[config.mk]
export PLATFORM = sky130hd
export DESIGN_NAME = uart_tx_fifo
export DESIGN_NICKNAME = d
export VERILOG_FILES = /design/src/rtl/uart_tx_fifo.sv
export SDC_FILE = /design/constraint.sdc
export NUM_CORES = 1
export LEC_CHECK = 0
export CAP_MARGIN = 20
export CORE_MARGIN = 10
export CORE_UTILIZATION = 60
export CTS_CLUSTER_DIAMETER = 60
export CTS_CLUSTER_SIZE = 25
export DETAILED_ROUTE_END_ITERATION = 8
export PLACE_DENSITY_LB_ADDON = 0.2
export SLEW_MARGIN = 0
export SYNTH_ARGS = -nofsm -noshare
export SYNTH_HDL_FRONTEND = slang
export SYNTH_SLANG_ARGS = --single-unit
export TNS_END_PERCENT = 1
[constraint.sdc]
create_clock -name clk -period 4.6 [get_ports clk]
set_input_delay 0.46 -clock clk [delete_from_list [all_inputs] [get_ports clk]]
set_output_delay 0.46 -clock clk [all_outputs]
set_load 0.02 [all_outputs]
[src/rtl/uart_tx_fifo.sv]
// UART transmitter with an input FIFO: configurable data width, parity and stop bits.
// Frames are serialised back-to-back while the FIFO holds words; the line idles high.
module uart_tx_fifo #(
  parameter int unsigned FPGA_clk_freq = 50000000,
  parameter int unsigned baudrate      = 115200,
  parameter int unsigned DATA_BITS     = 8,
  parameter int unsigned PARITY        = 0,
  parameter int unsigned STOP_BITS     = 1,
  parameter int unsigned FIFO_DEPTH    = 16
) (
  input  logic                          clk,
  input  logic                          rst_n,
  input  logic                          i_TX_DV,
  input  logic [DATA_BITS-1:0]          i_TX_Byte,
  output logic                          o_TX_Ready,
  output logic                          o_TX_Overflow,
  output logic [$clog2(FIFO_DEPTH):0]   o_FIFO_Count,
  output logic                          o_TX_Serial,
  output logic                          o_TX_Active,
  output logic                          o_TX_Done
);

  localparam int unsigned CLKS_PER_BIT = FPGA_clk_freq / baudrate;
  localparam int unsigned STOP_CLKS    = CLKS_PER_BIT * STOP_BITS;
  localparam int unsigned CNT_W        = $clog2(STOP_CLKS + 1);
  localparam int unsigned BIT_W        = $clog2(DATA_BITS);
  localparam int unsigned PTR_W        = $clog2(FIFO_DEPTH);
  localparam int unsigned FCNT_W       = PTR_W + 1;

  typedef enum logic [2:0] {
    S_IDLE,
    S_START,
    S_DATA,
    S_PARITY,
    S_STOP
  } state_t;

  state_t                 state, state_nxt;
  logic [CNT_W-1:0]       clk_cnt, clk_cnt_nxt;
  logic [BIT_W-1:0]       bit_idx, bit_idx_nxt;
  logic [DATA_BITS-1:0]   shreg, shreg_nxt;
  logic                   par_bit, par_bit_nxt;

  logic [DATA_BITS-1:0]   mem [FIFO_DEPTH];
  logic [PTR_W-1:0]       wr_ptr, rd_ptr;
  logic [FCNT_W-1:0]      count_nxt;
  logic [DATA_BITS-1:0]   fifo_head;
  logic                   push, pop, fifo_nonempty;
  logic                   serial_c, active_c, done_c;
  logic                   bit_end, stop_end, want_next;

  assign push          = i_TX_DV && o_TX_Ready;
  assign fifo_nonempty = (o_FIFO_Count != '0);
  assign fifo_head     = mem[rd_ptr];
  assign count_nxt     = FCNT_W'(o_FIFO_Count + FCNT_W'(push) - FCNT_W'(pop));

  // FIFO storage; contents need no reset since pointers gate all reads
  always_ff @(posedge clk) begin
    if (push) mem[wr_ptr] <= i_TX_Byte;
  end

  // FIFO pointers, occupancy and write-side status
  always_ff @(posedge clk) begin
    if (!rst_n) begin
      wr_ptr        <= '0;
      rd_ptr        <= '0;
      o_FIFO_Count  <= '0;
      o_TX_Ready    <= 1'b1;
      o_TX_Overflow <= 1'b0;
    end else begin
      if (push) wr_ptr <= PTR_W'(wr_ptr + 1'b1);
      if (pop)  rd_ptr <= PTR_W'(rd_ptr + 1'b1);
      o_FIFO_Count  <= count_nxt;
      o_TX_Ready    <= (count_nxt != FCNT_W'(FIFO_DEPTH));
      o_TX_Overflow <= i_TX_DV && !o_TX_Ready;
    end
  end

  // FSM state, datapath and line registers
  always_ff @(posedge clk) begin
    if (!rst_n) begin
      state       <= S_IDLE;
      clk_cnt     <= '0;
      bit_idx     <= '0;
      shreg       <= '0;
      par_bit     <= 1'b0;
      o_TX_Serial <= 1'b1;
      o_TX_Active <= 1'b0;
      o_TX_Done   <= 1'b0;
    end else begin
      state       <= state_nxt;
      clk_cnt     <= clk_cnt_nxt;
      bit_idx     <= bit_idx_nxt;
      shreg       <= shreg_nxt;
      par_bit     <= par_bit_nxt;
      o_TX_Serial <= serial_c;
      o_TX_Active <= active_c;
      o_TX_Done   <= done_c;
    end
  end

  // Next-state and line value; the line register lags the state by one cycle
  always_comb begin
    state_nxt   = state;
    clk_cnt_nxt = clk_cnt;
    bit_idx_nxt = bit_idx;
    shreg_nxt   = shreg;
    par_bit_nxt = par_bit;
    pop         = 1'b0;
    serial_c    = 1'b1;
    done_c      = 1'b0;
    want_next   = 1'b0;
    active_c    = (state != S_IDLE);
    bit_end     = (clk_cnt == CNT_W'(CLKS_PER_BIT - 1));
    stop_end    = (clk_cnt == CNT_W'(STOP_CLKS - 1));

    case (state)
      S_IDLE: want_next = 1'b1;
      S_START: begin
        serial_c = 1'b0;
        if (bit_end) begin
          clk_cnt_nxt = '0;
          bit_idx_nxt = '0;
          state_nxt   = S_DATA;
        end else begin
          clk_cnt_nxt = CNT_W'(clk_cnt + 1'b1);
        end
      end
      S_DATA: begin
        serial_c = shreg[0];
        if (bit_end) begin
          clk_cnt_nxt = '0;
          shreg_nxt   = shreg >> 1;
          if (bit_idx == BIT_W'(DATA_BITS - 1)) begin
            state_nxt = (PARITY != 0) ? S_PARITY : S_STOP;
          end else begin
            bit_idx_nxt = BIT_W'(bit_idx + 1'b1);
          end
        end else begin
          clk_cnt_nxt = CNT_W'(clk_cnt + 1'b1);
        end
      end
      S_PARITY: begin
        serial_c = par_bit;
        if (bit_end) begin
          clk_cnt_nxt = '0;
          state_nxt   = S_STOP;
        end else begin
          clk_cnt_nxt = CNT_W'(clk_cnt + 1'b1);
        end
      end
      S_STOP: begin
        if (stop_end) begin
          done_c      = 1'b1;
          clk_cnt_nxt = '0;
          want_next   = 1'b1;
        end else begin
          clk_cnt_nxt = CNT_W'(clk_cnt + 1'b1);
        end
      end
      default: state_nxt = S_IDLE;
    endcase

    // Shared frame-boundary pop: straight into START when more words wait
    if (want_next) begin
      if (fifo_nonempty) begin
        pop         = 1'b1;
        shreg_nxt   = fifo_head;
        par_bit_nxt = (^fifo_head) ^ 1'(PARITY == 1);
        clk_cnt_nxt = '0;
        state_nxt   = S_START;
      end else begin
        state_nxt = S_IDLE;
      end
    end
  end

endmodule

==> impl_metrics.toml <==
[global_route]
number_of_antenna_violations_at_the_first_check_in_global_routing = 0
grt_pass1_wl_mm = 21.0
grt_usage = 0.169
grt_pass1_vias = 3861
grt_start_max_net_pins = 33
overflow = 0

[clocking]
cts-resized-gates = 0
cts_root_buffer_type = "sky130_fd_sc_hd__clkbuf_16"
tritoncts = "built"
cts_sinks = 174
cts-root-to-sink-buffers = 2
cts-buffers-inserted = 17
worst_setup_hold_path_clk_slew_ns = 0.06
postCtsHoldBufs = 0
cts_setup_buffers = 0
cts.htree.levels = 4
clk-insertion-delay-late_ns = 0.43

[detailed_routing]
drc = 0
final_wl_mm = 13.1
drt_iter0_markers = 385
wire_length_per_cell_um = 20.6
antenna_violating_nets_post_route = 0
via_count = 3853
avg_vias_per_cell = 6.07
drtPass1Iterations = 5

[critical_path]
worstPathMaxFanout = 21
critical_path.reg2reg.endpoint = "o_TX_Ready"
endpoint_type_of_the_worst_setup_path = "flip-flop"
r2r_start = "clk_cnt[0]"
critical_setup_path_kind = "flip-flop to flip-flop"
depth_of_the_most_critical_reg_to_reg_path = 14
crit_required_ns = 4.97
start_kind = "flip-flop"
cp_data_arrival_time_ns = 3.84
worstSetupStartpoint = "clk_cnt[0]"
regToRegSetupSlack_ns = 1.14

[synth]
postSynth.topFlopCell = "sky130_fd_sc_hd__edfxtp_1"
synth.lib_cells_used.distinct = 44
average_size_of_a_mapped_cell_um2 = 15.7
synth_async_sr_flop_share = 0
synthesis.area_um2 = 7150
postSynthCellCount = 456
synth-seq-cells = 174
synth_enable_flop_cells = 128
yosysWarningCount = 0
proportion_of_synthesized_chip_area_in_sequential_cells = 0.666
postSynthNetCount = 482

[pwr]
p_per_cell_area_nw_per_um2 = 559
power.ir.vdd_worst_uv = 360
p_leak_uw = 0.00273
report.power.total_uw = 4490

[timing]
setup_viol = 0
min_period_over_period = 0.753
unrepaired_setup_endpoints_after_global_routing = "false"
clock-skew-final_ns = 0.00838
layout_min_cycle_time_ns = 3.46
drv_slew = 0
fmaxAchievable_ghz = 0.289
final.setup.tns_ns = 0
relSlewSlack = 0.346
timing_worst_slew_pin_value_ns = 0.981
final-hold-violation-count = 0

[min_path]
min_path_type = "flip-flop to flip-flop"
worstHoldStart = "o_TX_Ready"
timing.hold.worst_path_depth = 1
min_to = "o_TX_Overflow"

[layout]
num_antenna_cells = 0
finish.net_count = 505
nFillCells = 765
final_layout_size_suffix_gt1_frac = 0.124
layout-area-overhead-vs-synth_pct = 12.3

[floorplan]
chipHeight_um = 129
ios = 21
die_w_um = 129
fp-row-count = 39
placeable_core_area_um2 = 11600
start_util = 0.619
die_area_um2 = 16700

[run_status]
outcome = "complete, no violations"

[place]
place.port_buffers = 20
place.detailed.hpwl_mm = 8.33
gpl.final_weighted_congestion = 0.771

[run]
cap_violations = 0
[kinds of logic (layout without fill, tap and decap cells)]
| logic type | count (synthesis) | count (layout) | synth area share |
|---|---|---|---|
| buffers and inverters | 29 | 65 | 0.0238 |
| AO/OA/AOI/OAI | 46 | 46 | 0.0492 |
| adder cells (fa/ha/maj) | 15 | 15 | 0.0273 |
| multiplexers | 40 | 40 | 0.117 |
| XOR/XNOR | 25 | 25 | 0.0306 |
| AND/OR/NAND/NOR | 127 | 127 | 0.0864 |
| flip-flops | 174 | 174 | 0.666 |
[flip-flops by register name, summed over array words and instances (netlist names), named ones only]
register       cells
mem              128
clk_cnt            9
shreg              8
o_FIFO_Count       5
rd_ptr             4
wr_ptr             4
bit_idx            3
state              3
o_TX_Active        1
o_TX_Done          1
o_TX_Overflow      1
o_TX_Ready         1
o_TX_Serial        1
par_bit            1
[routing by layer]
| metal | track usage | wire (µm) | vias up |
|---|---|---|---|
| met3 | 0.0563 | 757 | 18 |
| met1 | 0.209 | 5480 | 1926 |
| met5 | 0 | 0 | - |
| li1 | - | - | 1785 |
| met4 | 0.0682 | 227 | 0 |
| met2 | 0.271 | 6600 | 124 |
[synthesized netlist by cell type (5+ instances only)]
| library cell | number | area (µm²) |
|---|---|---|
| sky130_fd_sc_hd__edfxtp_1 | 128 | 3840 |
| sky130_fd_sc_hd__nor2b_1 | 9 | 56.3 |
| sky130_fd_sc_hd__and2_1 | 14 | 87.6 |
| sky130_fd_sc_hd__nand2_1 | 37 | 139 |
| sky130_fd_sc_hd__dfxtp_1 | 46 | 921 |
| sky130_fd_sc_hd__a21boi_0 | 5 | 37.5 |
| sky130_fd_sc_hd__xor2_1 | 7 | 61.3 |
| sky130_fd_sc_hd__ha_1 | 14 | 175 |
| sky130_fd_sc_hd__inv_1 | 6 | 22.5 |
| sky130_fd_sc_hd__nand4_1 | 5 | 31.3 |
| sky130_fd_sc_hd__mux4_2 | 23 | 518 |
| sky130_fd_sc_hd__mux2i_1 | 8 | 80.1 |
| sky130_fd_sc_hd__buf_2 | 6 | 30.0 |
| sky130_fd_sc_hd__nor2_1 | 34 | 128 |
| sky130_fd_sc_hd__a21oi_1 | 6 | 30.0 |
| sky130_fd_sc_hd__mux4_1 | 9 | 236 |
| sky130_fd_sc_hd__nand3_1 | 7 | 35.0 |
| sky130_fd_sc_hd__o211a_1 | 7 | 70.1 |
| sky130_fd_sc_hd__a22oi_1 | 16 | 120 |
| sky130_fd_sc_hd__xnor2_1 | 18 | 158 |
| sky130_fd_sc_hd__clkbuf_1 | 8 | 30.0 |
| sky130_fd_sc_hd__nor3_1 | 7 | 35.0 |
[power by group]
part           switching [µW]  total [µW]  leakage (µW)  internal, µW
clock network             591        1450      0.000286           858
registers                 137        1950       0.00153          1810
logic                     557        1090      0.000907           536
total                    1280        4490       0.00273          3200
[area by class of cell]
type | instances | area [µm²] | area share
inverters | 6 | 22.5 | 0.00280
repair buffers | 27 | 253 | 0.0315
well taps | 143 | 179 | 0.0223
clock buffers | 19 | 433 | 0.0539
clock inverters | 13 | 161 | 0.0201
multi-input cells | 253 | 2220 | 0.276
flip-flops and latches | 174 | 4770 | 0.593
[through the flow]
stage	cell area (µm²)	hold WS [ns]	util	setup slack (ns)	instances
after detailed placement	7440	0.444	0.643	1.18	603
after CTS	8030	0.462	0.695	1.12	635
final	8030	0.455	0.695	1.14	635
after global placement	7440	0.444	0.643	1.22	603
after floorplan	7150	0.468	-	1.40	456
after global routing	8030	0.479	0.695	0.821	635
[critical path: stages (launching register included)]
cell and delay, ns:
sky130_fd_sc_hd__dfxtp_1 0.41, sky130_fd_sc_hd__ha_1 0.17, sky130_fd_sc_hd__nor3b_1 0.19, sky130_fd_sc_hd__nand4_1 0.12, sky130_fd_sc_hd__buf_4 0.19, sky130_fd_sc_hd__a2111o_1 0.70, sky130_fd_sc_hd__nand2_1 0.16, sky130_fd_sc_hd__nand2_1 0.06
sky130_fd_sc_hd__ha_1 0.20, sky130_fd_sc_hd__fa_1 0.40, sky130_fd_sc_hd__a21oi_1 0.14, sky130_fd_sc_hd__nor2_1 0.06, sky130_fd_sc_hd__or3_1 0.33, sky130_fd_sc_hd__and3_1 0.19, sky130_fd_sc_hd__nand3_1 0.07
[how the worst max path moves through the flow]
| stage | end | cells after the start |
|---|---|---|
| after global placement | o_TX_Ready | 14 |
| after global routing | o_TX_Ready | 14 |
| after detailed placement | o_TX_Ready | 14 |
| after CTS | o_TX_Ready | 14 |
| final | o_TX_Ready | 14 |
| after floorplan | o_TX_Ready | 15 |
[layout by cell type (no fill, tap or decap), drive strengths merged, types with 6 or more instances in the layout]
master,count
a21oi,6
a22oi,16
and2,14
buf,7
clkbuf,19
clkdlybuf4s50,20
dfxtp,46
edfxtp,128
ha,14
inv,11
mux2i,8
mux4,32
nand2,37
nand3,7
nor2,34
nor2b,9
nor3,8
o211a,7
xnor2,18
xor2,7
Note: power is estimated with default switching activity, not from simulation.
